`src/rtl/aes_pkg.sv`:
```
// Shared constants, FSM state type and key-store address mapping for the AES-256 round controller.
package aes_pkg;

  localparam int unsigned NKEYS = 15;
  localparam int unsigned NR    = 14;
  localparam int unsigned AW    = 4;

  typedef enum logic [1:0] {
    IDLE,
    LOAD,
    RUN,
    FIN
  } state_t;

  // Decrypt walks the schedule backwards: round n uses key NKEYS-1-n.
  function automatic logic [AW-1:0] rk_addr(input logic [AW-1:0] cnt, input logic decrypt);
    return decrypt ? (AW'(NKEYS - 1) - cnt) : cnt;
  endfunction

endpackage

```
`src/rtl/aes_round_ctrl.sv`:
```
// AES-256 round controller: loads expanded round keys into the key store, then
// sequences the 15 round commands (forward for encrypt, reversed for decrypt).
module aes_round_ctrl #(
  parameter int unsigned NKEYS = 15,
  parameter int unsigned AW    = 4
) (
  input  logic          clk,
  input  logic          resetn,
  input  logic          key_load_i,
  input  logic          kexp_valid_i,
  output logic          kexp_ready_o,
  output logic          ks_wr_en_o,
  output logic [AW-1:0] ks_wr_addr_o,
  output logic          keys_ok_o,
  input  logic          start_i,
  input  logic          decrypt_i,
  output logic          busy_o,
  output logic [AW-1:0] ks_rd_addr_o,
  output logic          rnd_valid_o,
  input  logic          rnd_ready_i,
  output logic          rnd_first_o,
  output logic          rnd_last_o,
  output logic          done_o,
  output logic          err_o
);
  import aes_pkg::*;

  localparam logic [AW-1:0] LAST = AW'(NKEYS - 1);

  state_t        state, state_d;
  logic [AW-1:0] key_cnt;
  logic [AW-1:0] rnd_cnt;
  logic [AW-1:0] rd_addr;
  logic          keys_ok;
  logic          mode;
  logic          err_q, err_d;

  always_ff @(posedge clk or negedge resetn) begin
    if (!resetn) begin
      state   <= IDLE;
      key_cnt <= '0;
      rnd_cnt <= '0;
      rd_addr <= '0;
      keys_ok <= 1'b0;
      mode    <= 1'b0;
      err_q   <= 1'b0;
    end else begin
      state <= state_d;
      err_q <= err_d;
      case (state)
        IDLE: begin
          if (key_load_i) begin
            key_cnt <= '0;
            keys_ok <= 1'b0;
          end else if (start_i && keys_ok) begin
            mode    <= decrypt_i;
            rnd_cnt <= '0;
            rd_addr <= rk_addr('0, decrypt_i);
          end
        end
        LOAD: begin
          if (key_load_i) begin
            key_cnt <= '0;
          end else if (kexp_valid_i) begin
            if (key_cnt == LAST) keys_ok <= 1'b1;
            else                 key_cnt <= key_cnt + 1'b1;
          end
        end
        RUN: begin
          // Address for the next round is registered on acceptance so it is
          // stable for the whole round, including under backpressure.
          if (rnd_ready_i && (rnd_cnt != LAST)) begin
            rnd_cnt <= rnd_cnt + 1'b1;
            rd_addr <= rk_addr(rnd_cnt + 1'b1, mode);
          end
        end
        default: ;
      endcase
    end
  end

  always_comb begin
    state_d      = state;
    err_d        = 1'b0;
    kexp_ready_o = 1'b0;
    ks_wr_en_o   = 1'b0;
    ks_wr_addr_o = '0;
    busy_o       = 1'b0;
    rnd_valid_o  = 1'b0;
    rnd_first_o  = 1'b0;
    rnd_last_o   = 1'b0;
    done_o       = 1'b0;
    case (state)
      IDLE: begin
        if (key_load_i) begin
          state_d = LOAD;
          err_d   = start_i;
        end else if (start_i) begin
          if (keys_ok) state_d = RUN;
          else         err_d   = 1'b1;
        end
      end
      LOAD: begin
        busy_o       = 1'b1;
        kexp_ready_o = 1'b1;
        err_d        = start_i;
        if (kexp_valid_i) begin
          ks_wr_en_o   = 1'b1;
          ks_wr_addr_o = key_cnt;
          if (!key_load_i && (key_cnt == LAST)) state_d = IDLE;
        end
      end
      RUN: begin
        busy_o      = 1'b1;
        rnd_valid_o = 1'b1;
        rnd_first_o = (rnd_cnt == '0);
        rnd_last_o  = (rnd_cnt == LAST);
        err_d       = key_load_i | start_i;
        if (rnd_ready_i && (rnd_cnt == LAST)) state_d = FIN;
      end
      FIN: begin
        done_o  = 1'b1;
        err_d   = key_load_i | start_i;
        state_d = IDLE;
      end
      default: state_d = IDLE;
    endcase
  end

  assign keys_ok_o    = keys_ok;
  assign ks_rd_addr_o = rd_addr;
  assign err_o        = err_q;

endmodule

```
`config.mk`:
```
export PLATFORM = sky130hd
export DESIGN_NAME = aes_round_ctrl
export DESIGN_NICKNAME = d
export VERILOG_FILES = /design/src/rtl/aes_pkg.sv /design/src/rtl/aes_round_ctrl.sv
export SDC_FILE = /design/constraint.sdc
export NUM_CORES = 1
export LEC_CHECK = 0
export CORE_MARGIN = 1
export CORE_UTILIZATION = 50
export CTS_BUF_LIST = sky130_fd_sc_hd__clkbuf_2 sky130_fd_sc_hd__clkbuf_4 sky130_fd_sc_hd__clkbuf_8
export DETAILED_ROUTE_END_ITERATION = 6
export DONT_BUFFER_PORTS = 1
export PLACE_DENSITY = 0.62
export SETUP_SLACK_MARGIN = 0.3
export SLEW_MARGIN = 20
export SYNTH_ARGS = -nofsm -noshare
export SYNTH_HDL_FRONTEND = slang
export SYNTH_SLANG_ARGS = --single-unit
```
`constraint.sdc`:
```
create_clock -name clk -period 2.3 [get_ports clk]
set_input_delay 0.23 -clock clk [delete_from_list [all_inputs] [get_ports clk]]
set_output_delay 0.23 -clock clk [all_outputs]
set_load 0.005 [all_outputs]
```
Word-level counts from Yosys, hierarchy flattened
Cells that the tools add are included.
{"block": "totals", "wordCells": 88, "in_bits": 7, "reg_bits": 17, "ramBits": 0, "rom_bits": 0, "memories": 0, "latch_bits": 0}
{"block": "classes", "n_shift": 0, "order_cmp": 0, "bitwise_logic": 2, "eq_ne": 19, "div": 0, "n_mul": 0, "n_reduce_logical": 16, "n_mux": 41, "add_sub_neg": 3}
{"operator": "4-bit two-way mux", "count": 14}
{"operator": "4-bit case mux with 2 select lines", "count": 3}
{"operator": "2-bit inequality test (second input constant)", "count": 9}
{"operator": "1-bit two-way mux", "count": 15}
{"operator": "2-bit two-way mux", "count": 6}
{"operator": "3-bit inequality test (second input constant)", "count": 4}
{"operator": "5-bit AND reduction", "count": 2}
{"operator": "4-bit by 1-bit adder with 4-bit output (second input constant)", "count": 2}
{"operator": "4-bit equality test (second input constant)", "count": 2}
{"operator": "2-bit case mux with 4 select lines", "count": 1}
{"operator": "4-bit AND reduction", "count": 2}
{"operator": "2-bit equality test (second input constant)", "count": 2}
{"operator": "1-bit logical AND", "count": 4}
{"operator": "4-bit logical NOT", "count": 1}
{"operator": "4-bit inequality test (second input constant)", "count": 1}
{"operator": "2-bit nonzero test", "count": 2}
{"operator": "2-bit OR reduction", "count": 2}
{"operator": "4-bit subtractor (first input constant)", "count": 1}
{"operator": "1-bit case mux with 3 select lines", "count": 1}
{"operator": "3-bit AND reduction", "count": 1}
{"operator": "2-bit by 1-bit equality test with 1-bit output (second input constant)", "count": 1}
{"operator": "2-bit logical NOT", "count": 1}
{"operator": "1-bit case mux with 2 select lines", "count": 1}
{"operator": "1-bit logical NOT", "count": 1}
{"operator": "2 further kinds", "count": 2}

Depth between registers and ports, before layout
Gate-level depths: netlist (run 1).
{"block": "logic_depth", "ltp_word": 5, "ltp_mapped": 8}

Worst setup path after synthesis (run 1)
OpenSTA, ideal clock, no wires.
{"block": "synth_timing", "path_type": "reg-to-reg", "from": "register state[1]", "to": "register key_cnt[0]", "path_slack_ps": 577, "n_path_buf": 1, "setup_ps": 125, "t_arrival_ps": 1598, "synth_period_minus_slack_ps": 1723, "stages_incl_launch_ff": 7, "required_ps": 2175, "path_cell_list": "dfrtp_1 > inv_1 > ha_1 > clkbuf_1 > nor2_1 > or2_2 > mux2_2"}
{"block": "synth_between", "elab_chain_cells": 3, "elab_cells_between_ends": 8, "classes_between": "eq/ne: 4; mux: 1; reduce/logical: 3"}
{"element": "from (decl)", "line": "aes_round_ctrl.sv:30", "source": "state_t state, state_d;"}
{"element": "from (signal assigned)", "line": "aes_round_ctrl.sv:48", "source": "state <= state_d;"}
{"element": "2-bit by 1-bit equality test with 1-bit output / 2-bit logical NOT (equally long branches)", "line": "aes_round_ctrl.sv:50", "source": "case (state)"}
{"element": "3-bit inequality test (no source line), or another cell as far along"}
{"element": "4-bit AND reduction (no source line)"}
{"element": "to (signal assigned)", "line": "aes_round_ctrl.sv:66", "source": "else key_cnt <= key_cnt + 1'b1;"}
{"element": "to (decl)", "line": "aes_round_ctrl.sv:31", "source": "logic [AW-1:0] key_cnt;"}
Parallel ways exist; a longest one is shown, timed or not.
A chain may end at the register's enable or synchronous reset.

Worst setup path after layout (run 1)
{"block": "layout_timing", "from": "register state[0]", "to": "register key_cnt[0]"}
Same word-level chain as after synthesis.

==> results of run 1 <==
## per-stage QoR
step                      power (mW)  utilization (%)  hold slack, ns  area, um2
after floorplan                 1.06                -         -0.0656       1150
after CTS                       1.37             57.9          0.0765       1190
after global routing            1.49             58.1          0.0682       1200
after global placement          1.18             56.1         -0.0653       1160
final                           1.38             58.1          0.0837       1200
after detailed placement        1.20             56.1         -0.0653       1160
## metal layers
layer / global-route usage [%] / wire length [um]
met1: 26.3 / 1100
met2: 34.9 / 1150
met3: 9.26 / 181
met4: 5.71 / 9
met5: 0 / 0
## registers in the layout, summed over array words and instances, names as in the netlist
register      flops
err_o             1
ks_rd_addr_o      4
key_cnt           4
mode              1
state             2
keys_ok_o         1
rnd_cnt           4
## kinds of logic after synthesis
family	after synthesis	synth area share [%]
and+or+nand+nor	39	18.4
AOI/OAI and AO/OA	35	21.6
DFF	17	37.0
buffers and inverters	13	6.21
adders and majority gates	9	9.80
xor gates and xnor gates	5	3.81
muxes	3	3.16
## final cells by class
type / instances / area, um2 / share of cell area (%)
multi-input combinational: 91 / 657 / 54.8
clock inverter: 1 / 5.00 / 0.418
tap: 27 / 33.8 / 2.82
sequential: 17 / 425 / 35.5
inverter: 8 / 30.0 / 2.51
clock buffer: 3 / 22.5 / 1.88
timing repair buffer: 3 / 25.0 / 2.09
## what timing repair did
| action | 4_1_cts | 5_1_grt |
|---|---|---|
| hold buffers | 1 | 0 |
| endpoints found under the hold margin | 17 | 0 |
| resized for setup | 0 | 2 |
| endpoints found under the setup margin | 0 | 6 |
## power breakdown
group	internal, mW	total, mW	switching (mW)
clock network	0.0648	0.163	0.0985
registers	0.393	0.494	0.101
logic	0.300	0.724	0.425
total	0.758	1.38	0.624
## worst max-delay path, stage by stage, from the launching register on
cell	delay [ns]
sky130_fd_sc_hd__dfrtp_1	0.43
sky130_fd_sc_hd__inv_1	0.11
sky130_fd_sc_hd__ha_2	0.28
sky130_fd_sc_hd__inv_1	0.12
sky130_fd_sc_hd__a31oi_1	0.28
sky130_fd_sc_hd__or2_2	0.20
sky130_fd_sc_hd__mux2_2	0.33
## cell usage after synthesis
| master | n | area [um2] |
|---|---|---|
| sky130_fd_sc_hd__nand2_1 | 5 | 18.8 |
| sky130_fd_sc_hd__mux2_2 | 2 | 22.5 |
| sky130_fd_sc_hd__o21ai_0 | 12 | 60.1 |
| sky130_fd_sc_hd__a221o_1 | 1 | 10.0 |
| sky130_fd_sc_hd__o22ai_1 | 1 | 6.26 |
| sky130_fd_sc_hd__or3b_1 | 1 | 8.76 |
| sky130_fd_sc_hd__a41oi_1 | 1 | 8.76 |
| sky130_fd_sc_hd__a21o_1 | 3 | 22.5 |
| sky130_fd_sc_hd__buf_4 | 2 | 15.0 |
| sky130_fd_sc_hd__or2_1 | 1 | 6.26 |
| sky130_fd_sc_hd__o2111ai_1 | 1 | 8.76 |
| sky130_fd_sc_hd__a2bb2oi_1 | 1 | 8.76 |
| sky130_fd_sc_hd__and3b_2 | 1 | 10.0 |
| sky130_fd_sc_hd__a31oi_1 | 1 | 6.26 |
| sky130_fd_sc_hd__nand3b_1 | 1 | 7.51 |
| sky130_fd_sc_hd__buf_6 | 2 | 22.5 |
| sky130_fd_sc_hd__xor2_1 | 2 | 17.5 |
| sky130_fd_sc_hd__a21boi_0 | 3 | 22.5 |
| sky130_fd_sc_hd__mux2i_2 | 1 | 13.8 |
| sky130_fd_sc_hd__and3_1 | 4 | 25.0 |
| sky130_fd_sc_hd__o211ai_1 | 2 | 15.0 |
| sky130_fd_sc_hd__or3_1 | 2 | 12.5 |
| sky130_fd_sc_hd__nor4b_1 | 1 | 8.76 |
| sky130_fd_sc_hd__nand3_1 | 5 | 25.0 |
| sky130_fd_sc_hd__nor4_1 | 1 | 6.26 |
| sky130_fd_sc_hd__nand4b_1 | 1 | 8.76 |
| sky130_fd_sc_hd__o31ai_1 | 3 | 22.5 |
| sky130_fd_sc_hd__a21oi_1 | 3 | 15.0 |
| sky130_fd_sc_hd__and2_1 | 1 | 6.26 |
| sky130_fd_sc_hd__clkbuf_1 | 1 | 3.75 |
| sky130_fd_sc_hd__nand2b_1 | 3 | 18.8 |
| sky130_fd_sc_hd__nor2_1 | 10 | 37.5 |
| sky130_fd_sc_hd__inv_2 | 1 | 3.75 |
| sky130_fd_sc_hd__dfrtp_1 | 17 | 425 |
| sky130_fd_sc_hd__ha_1 | 9 | 113 |
| sky130_fd_sc_hd__xnor2_1 | 3 | 26.3 |
| sky130_fd_sc_hd__or2_2 | 1 | 6.26 |
| sky130_fd_sc_hd__o2bb2ai_1 | 1 | 8.76 |
| sky130_fd_sc_hd__o311ai_2 | 2 | 32.5 |
| sky130_fd_sc_hd__inv_1 | 7 | 26.3 |
| sky130_fd_sc_hd__nor3_1 | 1 | 5.00 |
## worst max-delay path by stage
stage / end / slack (ns)
6_report: key_cnt[0] / 0.44
5_1_grt: key_cnt[0] / 0.30
4_1_cts: key_cnt[0] / 0.34
3_5_place_dp: key_cnt[0] / 0.36
3_3_place_gp: key_cnt[0] / 0.46
2_1_floorplan: key_cnt[0] / 0.58
## layout by cell type, fill, tap and decap left out, types with 2 or more instances in the layout
cell,n
sky130_fd_sc_hd__nand3_1,5
sky130_fd_sc_hd__and3_1,4
sky130_fd_sc_hd__o311ai_2,2
sky130_fd_sc_hd__o31ai_1,3
sky130_fd_sc_hd__a21boi_0,3
sky130_fd_sc_hd__xor2_1,2
sky130_fd_sc_hd__clkbuf_4,3
sky130_fd_sc_hd__ha_1,7
sky130_fd_sc_hd__ha_2,2
sky130_fd_sc_hd__inv_1,7
sky130_fd_sc_hd__a21oi_1,3
sky130_fd_sc_hd__nor2_1,10
sky130_fd_sc_hd__or3_1,2
sky130_fd_sc_hd__mux2_2,2
sky130_fd_sc_hd__o21ai_0,12
sky130_fd_sc_hd__o211ai_1,2
sky130_fd_sc_hd__nand2_1,5
sky130_fd_sc_hd__nand2b_1,3
sky130_fd_sc_hd__xnor2_1,3
sky130_fd_sc_hd__a21o_1,3
sky130_fd_sc_hd__dfrtp_1,17
sky130_fd_sc_hd__buf_4,2
==> results by stage, run 1 <==
Critical path:
- Data on the critical path is required at its endpoint by 2.49 ns.
- The number of cells on the worst reg-to-reg path is 6.
- The largest fanout on the critical path is 8.
- In this run the critical register-to-register path is launched from state[0].
- The startpoint-to-endpoint class of the critical path is flop to flop.
- Tracing the worst setup path back leads to its startpoint at state[0].
- The type of destination of the critical path is a flop.
- The worst setup path is launched from a flop.
- The internal reg-to-reg setup slack is 0.44 ns.
- The endpoint of the lowest-slack register-to-register path is key_cnt[0].
- STA puts the critical path data arrival time at 2.05 ns.

Floorplanning:
- The top-level port count is 24.
- The width of the die is 49.9 um.
- The number of placement rows is 16.
- Once the floorplan was initialized, standard cells occupied between 50% and 60% of the core.
- The die covers 2490 um2.
- The die extent in y is 49.9 um.
- The total core area is 2060 um2.

Route:
- In this run, the number of DRC markers left after iteration 0 of detailed routing was 21.
- The routed wire length is 2440 um.
- In the final routed layout, each cell accounts on average for 16.3 um.
- The total via count after detailed routing is between 900 and 1,000.
- The total DRC errors in the routed layout is 0.
- The pre-antenna-repair detailed-routing pass consisted of 4 iterations.
- In the routed layout, each cell is associated on average with a via count of around 6.2.
- The count of antenna-violating nets left after detailed routing is 0.

Yosys:
- The post-synthesis instance area is 1150 um2.
- The number of cells produced by synthesis is roughly 120.
- For this run, the register share of the synthesized area comes to 37.0%.
- The total nets after synthesis is 137.
- The synthesized design contains 17 register bits.
- The warning count from the yosys run is 0.
- The mean post-synth cell area is about 9.5 um2.
- The number of different library cells in the post-synthesis netlist is 41.

GRT:
- Entering global routing, the biggest net connects 18 pins.
- The number of global-route vias before repair was 909.
- The first-pass GRT wire length is 4090 um.
- The leftover overflow at the end of global routing is 0.
- The total global-route track usage is 21.7%.
- The initial antenna violation count is 0.

CTS:
- The number of clock buffers inserted by TritonCTS is 3.
- The CTS tree is built.
- The clock reaches the later pin of the worst-skew pair after between 0.2 and 0.3 ns.
- Clock tree synthesis selected as its root buffer the cell sky130_fd_sc_hd__clkbuf_4.
- The register clock-pin slew on the reported worst setup and hold paths is 0.10 ns.
- The H-tree level count is 1.
- Once the clock tree was built, the setup fixing pass inserted 0 buffers.
- The maximum clock insertion buffer count is 2.
- The clock sink total is 17.

Cells and area:
- 0 antenna diodes ended up in the layout.
- From synthesis to final layout, the design area changed by 4.36%.
- The layout net count is 140.
- The count of non-filler cells in the finished layout is 150.
- The ratio of cells with drive above 1 in the final layout is 13.0%.
- The filler cells instantiated in the layout total 182.

STA:
- Measured against its own limit, the worst slew margin works out to between 40% and 50%.
- The hold violation total from the final report came to 0.
- In the finished design, the share of the clock period the worst path needs comes to a little over 80%.
- After layout, the minimum clock period comes to 1.86 ns.
- Summed over all failing endpoints, the final setup total negative slack is 0 ns.
- The clock arrives with about 0.0046 ns of skew.
- The count of pins over their slew limit is 0.
- At the pin with the least slew margin, the transition time is approximately 0.8 ns.
- The worst setup slack after layout is 0.442 ns.
- The total of endpoints with negative setup slack in the final report is 0.
- For this run, the top clock speed supported by timing is 0.538 GHz.
- Setup repair after global routing could not meet its margin everywhere.

Flow run:
- The tool flagged a number of max-cap violations equal to 0.

Hold path:
- The class of the tightest hold or removal check is input port to flop.
- The worst hold endpoint is mode.
- Along the worst hold path, the cell count comes to 1.
- The critical hold path startpoint is decrypt_i.

Placement:
- Prior to clock tree synthesis, the placed netlist has a worst setup slack of between 0.3 and 0.4 ns.
- The instance count after placement with tap cells included is about 150.
- Once detailed placement completed, the half-perimeter wirelength came to 1860 um.
- The port buffer count is 0.
- Routability-driven placement finished with a final weighted congestion of roughly 0.9.

Power:
- Power spread over the standard cell area amounts to approximately 1200 nW/um2.
- For this design the static power due to leakage is 0.536 nW.
- The maximum resistive drop on vdd is 0.741 mV.

Outcome:
- The run finished with clean final reports.
Note: power is estimated with default switching activity, not from simulation.
==> run 2, diff against run 1 <==
PLACE_DENSITY = 0.65   (was 0.62)
clock period = 1.6 ns   (was 2.3 ns; I/O delays follow)
==> results by stage, run 2 (synthesis gave the netlist of run 1 again) <==
Route:
- The total DRC errors in the routed layout is 0.
- The detailed router placed 1,087 vias in this run.
- The detailed router finished its first iteration with 41 violations.
- Using the TritonRoute via totals, the vias-per-cell ratio works out to 6.21.
- The routed wire length is 3390 um.
- The count of antenna-violating nets left after detailed routing is 0.
- After detailed routing, the average wire length per cell comes to 19.4 um.
- The first detailed-routing pass ran for 4 iterations.

Critical path:
- The type of origin of the critical path is a flop.
- The largest fanout on the critical path is 3.
- The critical path arrival is 1.87 ns.
- The startpoint-to-endpoint class of the critical path is flop to flop.
- The worst setup path is captured at a flop.
- The internal reg-to-reg setup slack is -0.08 ns.
- At the worst endpoint, the required time is 1.79 ns.

Cells and area:
- Relative to the synthesized area, the layout overhead comes to 47.8%.
- The filler cell count in the final layout is approximately 100.
- Measured on the finished design, the core utilization comes to roughly 82%.
- 0 antenna diodes ended up in the layout.
- The layout net count is 165.
- Leaving out fill and tap cells, the most frequent cells in the layout are sky130_fd_sc_hd__dfrtp_1, sky130_fd_sc_hd__buf_4, sky130_fd_sc_hd__buf_6.
- In the final layout, the share of cells above drive strength 1 is between 50% and 60%.

STA:
- The headroom to the max-slew limit is 47.4%.
- For this run, the top clock speed supported by timing is 0.597 GHz.
- The final critical-path share of the clock period is 105%.
- The worst setup slack after layout is -0.0758 ns.
- The worst path in the final design needs a cycle of 1.68 ns, including I/O delays and setup.
- Setup repair after global routing could not meet its margin everywhere.
- The hold violation total from the final report came to 0.
- The clock tree skew after final layout is between 0.006 and 0.007 ns.
- The post-route setup TNS is -0.248 ns.
- At the pin with the least slew margin, the transition time is between 0.7 and 0.8 ns.
- Setup violations remaining at the end of the flow were counted as 6.
- The count of pins over their slew limit is 0.

Placement:
- Port buffering added 0 buffers.
- Routability-driven placement finished with a final weighted congestion of approximately 0.82.
- Once detailed placement completed, the half-perimeter wirelength came to 1940 um.

GRT:
- The leftover overflow at the end of global routing is 0.
- The number of global-route vias before repair is 1,051.
- The initial antenna violation count is 0.
- The total global-route track usage is 27.8%.
- The maximum number of pins on one net before global-route repair is 18.
- The first-pass GRT wire length is ~5200 um.

Floorplanning:
- The die is 49.9 um wide.
- In this run the core area contains 16 standard-cell rows.
- For this configuration, the core starts out at a cell density of between 50% and 60%.
- The total core area is approximately 2100 um2.
- The top-level port count is 24.
- The floorplan step defined a die boundary enclosing roughly 2500 um2.
- The die is 49.9 um tall.

CTS:
- The clock sink total is 17.
- The CTS tree is built.
- The H-tree level count is 1.
- The clock insertion delay at the later pin of the skew report is 0.31 ns.
- In this run the clock root is driven by a sky130_fd_sc_hd__clkbuf_4.
- Clock-pin slew was measured on the worst setup and hold paths at 0.11 ns.
- TritonCTS created 3 clock buffers.
- The maximum clock insertion buffer count is 2.

Power:
- VDD sags by at most 1.53 mV.
- The power per cell area is 1860 nW/um2.
- The cell leakage power is 0.700 nW.

Outcome:
- The checks that failed: negative setup slack.
- The run finished, with violations left.

Flow run:
- The count of maximum capacitance violations is 0.

Hold path:
- The min-delay analysis places its worst path in the category input port to flop.
## run 2: cell types whose count changed in the layout (fill, tap and decap cells not counted), moves of 3 or more
cell	change
sky130_fd_sc_hd__and3_4	+3
sky130_fd_sc_hd__ha_1	-5
sky130_fd_sc_hd__nor2_1	-3
sky130_fd_sc_hd__buf_4	+13
sky130_fd_sc_hd__buf_6	+10
sky130_fd_sc_hd__and3_1	-3
sky130_fd_sc_hd__nand3_1	-3
sky130_fd_sc_hd__inv_1	-4
sky130_fd_sc_hd__o21ai_0	-8
sky130_fd_sc_hd__o21ai_1	+5
sky130_fd_sc_hd__ha_4	+7
sky130_fd_sc_hd__o21ai_2	+3
## run 2: per-stage QoR
step | hold WS [ns] | instances | power [mW] | worst slack [ns] | cell area [um2]
finish | 0.0514 | 175 | 3.15 | -0.0758 | 1700
global route | 0.0587 | 175 | 3.31 | -0.119 | 1700
CTS | 0.0371 | 167 | 2.83 | -0.0401 | 1610
detailed placement | -0.135 | 153 | 2.05 | -0.0281 | 1300
global placement | -0.135 | 153 | 2.02 | 0.0280 | 1300
floorplan | -0.136 | 121 | 1.74 | 0.0305 | 1240
## run 2: area by class of cell
cell class	instances	area, um2	share of cell area [%]
Inverter	8	37.5	2.21
Clock buffer	3	22.5	1.33
Clock inverter	1	5.00	0.295
Multi-Input combinational cell	91	911	53.6
Sequential cell	17	428	25.2
Timing Repair Buffer	28	260	15.3
Tap cell	27	33.8	1.99
## run 2: path summary, 6_finish.rpt
kind                                  from              end  depth (start not counted)
setup reg to reg                key_cnt[0]         state[0]                          6
hold / removal                  key_load_i        keys_ok_o                          3
min in group asynchronous           resetn  ks_rd_addr_o[3]                          1
max in group asynchronous           resetn       rnd_cnt[1]                          1
hold reg to reg            ks_rd_addr_o[0]  ks_rd_addr_o[0]                          1
setup / recovery                key_cnt[0]         state[0]                          6
## run 2: worst max-delay path, stage by stage, from the launching register on
cell                        delay (ns)
sky130_fd_sc_hd__dfrtp_1          0.39
sky130_fd_sc_hd__inv_1            0.06
sky130_fd_sc_hd__ha_1             0.17
sky130_fd_sc_hd__nand3_2          0.11
sky130_fd_sc_hd__or3_4            0.36
sky130_fd_sc_hd__a221o_1          0.33
sky130_fd_sc_hd__o2bb2ai_1        0.14
## run 2: where the power goes
part | switching, mW | internal, mW
sequential | 0.166 | 0.570
clock | 0.152 | 0.0935
combinational | 1.06 | 1.11
## run 2: per-layer routing
| metal | global-route usage, % | part of all wire, % | up-vias |
|---|---|---|---|
| li1 | - | - | 490 |
| met1 | 35.9 | 44 | 542 |
| met2 | 44.1 | 47 | 46 |
| met3 | 9.57 | 6.4 | 9 |
| met4 | 7.14 | 2.4 | 0 |
| met5 | 0 | 0 | - |
## run 2: what timing repair did
item	in CTS	in global routing
buffers inserted	8	8
pin swaps	13	1
resized for setup	49	6
hold buffers	2	0
setup endpoints to repair	26	28
hold endpoints to repair	18	0
==> run 3, diff against run 2 <==
SETUP_SLACK_MARGIN = not set   (was 0.3)
==> results by stage, run 3 (synthesis gave the netlist of run 1 again) <==
GRT:
- The number of global-route vias before repair was 978.
- For this run, the total global-route usage over all layers was measured as between 20 and 30%.
- The leftover overflow at the end of global routing is 0.
- The first global-routing pass estimated 4590 um of wire.
- The initial antenna violation count is 0.
- Entering global routing, the biggest net connects 18 pins.

Critical path:
- The most critical setup path has its startpoint at key_cnt[0].
- In this design, the largest share of critical-path delay is due to compound AO/OA/AOI/OAI gates.
- The required time of the critical path is 1.78 ns.
- The critical path arrival is 1.80 ns.
- The longest individual stage delay on the worst path is 0.40 ns.
- The number of buffers and inverters on the critical path is 1.
- The critical path goes through inv_1 -> ha_1 -> nand3_2 -> or3_4 -> a221o_1 -> o2bb2ai_1.
- In this run the worst path has a maximum fanout of 3.
- The launching point of the worst reg2reg path is key_cnt[0].
- The type of destination of the critical path is a flop.
- The critical path is of the flop to flop type.
- The master of the slowest instance on the critical path is sky130_fd_sc_hd__dfrtp_1.
- The worst setup path is launched from a flop.

Route:
- Using the TritonRoute via totals, the vias-per-cell ratio works out to 5.76.
- After detailed routing, the wire length on met1 is 1360 um.
- The routed wire length is 2990 um.
- The total DRC errors in the routed layout is 0.
- The met3 wire length is about 130 um.
- The total via count after detailed routing is 1,037.
- In the detailed route, the total length drawn on met2 is 1480 um.
- The first detailed-routing pass took 4 iterations.
- The count of antenna-violating nets left after detailed routing is 0.
- The detailed router used layers up to and including met4.
- The first-iteration detailed-routing DRC count is 21.
- The routed wirelength normalized by instance count is 16.6 um.

STA:
- The worst setup slack after layout is -0.0222 ns.
- The transition time at the pin with the least slew margin is 0.792 ns.
- The final critical-path share of the clock period is 101%.
- Setup repair after global routing could not meet its margin everywhere.
- The worst hold slack is 0.0568 ns.
- The total of endpoints with negative setup slack in the final report is 3.
- The worst pin sits at a relative slew slack of 47.0%.
- The count of pins over their slew limit was 0.
- The final period demand of the worst path is 1.62 ns.
- On the final layout, the worst clock skew is just over 0.005 ns.
- Based on the critical path, the design can be clocked at up to 0.616 GHz.
- Setup total negative slack on the finished layout was measured at -0.0316 ns.
- The hold violation total from the final report is 0.

Power:
- The power dissipated by switching net loads is 1.13 mW.
- The power per cell area is between 1500 and 2000 nW/um2.
- The share of total power dissipated in the clock network is 8.7%.
- Combinational logic burns 65.6% of the power.
- After layout, the design draws a total of approximately 2.7 mW.
- The internal portion of the total power is between 1.5 and 2 mW.
- The power share of the sequential group is roughly a quarter.
- The maximum resistive drop on vdd is 1.39 mV.
- In this run switching power makes up 41.5% of total power.
- The cell leakage power is about 0.71 nW.

CTS:
- The clock sink total is 17.
- CTS built an H-tree with a depth of 1.
- After clock tree synthesis, the clock-pin slew on the worst setup and hold paths is about 0.11 ns.
- The clock insertion delay at the later pin of the skew report is 0.29 ns.
- The root buffer cell chosen for the clock tree is sky130_fd_sc_hd__clkbuf_4.
- The maximum clock insertion buffer count is 2.
- TritonCTS built the clock tree.
- The number of clock buffers inserted by TritonCTS is 3.

Outcome:
- The checks that failed: negative setup slack.
- The run finished, with violations left.

Cells and area:
- The filler cell count in the final layout is 134.
- The layout net count is 170.
- The post-route cell area is 1550 um2.
- The combined flip-flop and latch cell area is approximately 430 um2.
- The multi-input logic area is 771 um2.
- The area growth from synthesis to layout is 35.0%.
- The number of antenna diodes is 0.
- Measured on the finished design, the core utilization comes to 75.2%.
- The ratio of cells with drive above 1 in the final layout is between 30 and 40%.
- The most common cell after layout, fill and taps aside is sky130_fd_sc_hd__buf_4.
- In the layout the commonest cells are sky130_fd_sc_hd__buf_4, sky130_fd_sc_hd__dfrtp_1, sky130_fd_sc_hd__o21ai_0.
- The count of non-filler cells in the finished layout is 180.

Floorplanning:
- For this configuration, the core starts out at a cell density of 55.7%.
- Row generation in the floorplan step produced 16 rows.
- The width of the die is roughly 50 um.
- The region available for standard cell placement spans ~2100 um2.
- The die extent in y is 49.9 um.
- The die covers ~2500 um2.
- In this run the count of I/O pins placed on the die edge is 24.

Placement:
- The congestion estimate from routability-driven global placement came to 0.824.
- OpenSTA, run right after detailed placement, puts the worst setup slack at -0.0747 ns.
- Summing all placed instances gives a cell area of 1350 um2.
- In this run the tool buffered the top-level ports with 0 buffer cells.
- The instance count after placement with tap cells included is roughly 170.
- Detailed placement ended at an HPWL of between 2000 and 2500 um.

Hold path:
- The critical hold path startpoint is key_load_i.
- The class of the tightest hold or removal check is input port to flop.

Flow run:
- Max-cap violations in this run came to 0.
run 3: power by group through the flow:
stage / registers [mW] / logic (mW) / clock network [mW]
global placement: 0.682 / 1.38 / 0
detailed placement: 0.687 / 1.42 / 0
floorplan: 0.681 / 0.939 / 0
CTS: 0.689 / 1.56 / 0.241
finish: 0.703 / 1.79 / 0.237
global route: 0.718 / 1.92 / 0.262
run 3: timing repair:
item,4_1_cts,5_1_grt
pin swaps,2,3
endpoints found under the setup margin,12,20
hold buffers,1,1
gates resized for setup,10,9
buffers inserted,1,6
hold endpoints to repair,17,1
run 3: final cells by class:
class,instances,share of cell area [%]
inverters,8,2.10
well taps,27,2.18
multi-input cells,91,49.7
flip-flops and latches,17,27.4
clock buffers,3,1.45
clock inverters,1,0.323
repair buffers,33,16.8
run 3: worst reg2reg max path, stage by stage, from the launching register on:
cell and delay [ns]:
sky130_fd_sc_hd__dfrtp_1 0.40, sky130_fd_sc_hd__inv_1 0.06, sky130_fd_sc_hd__ha_1 0.15, sky130_fd_sc_hd__nand3_2 0.10, sky130_fd_sc_hd__or3_4 0.35, sky130_fd_sc_hd__a221o_1 0.33
sky130_fd_sc_hd__o2bb2ai_1 0.14
run 3: path summary, 6_finish.rpt:
kind / to / slack, ns / depth (start not counted)
max in group asynchronous: rnd_cnt[2] / 0.72 / 1
worst max register to register: state[0] / -0.02 / 6
worst max-delay path: state[0] / -0.02 / 6
min in group asynchronous: rnd_cnt[3] / 0.38 / 1
worst min-delay path: keys_ok_o / 0.06 / 3
worst min register to register: ks_rd_addr_o[0] / 0.52 / 1
run 3: metal layers:
layer	up-vias	track usage, %
li1	503	-
met1	504	32.8
met2	28	41.0
met3	2	6.48
met4	0	5.71
met5	-	0
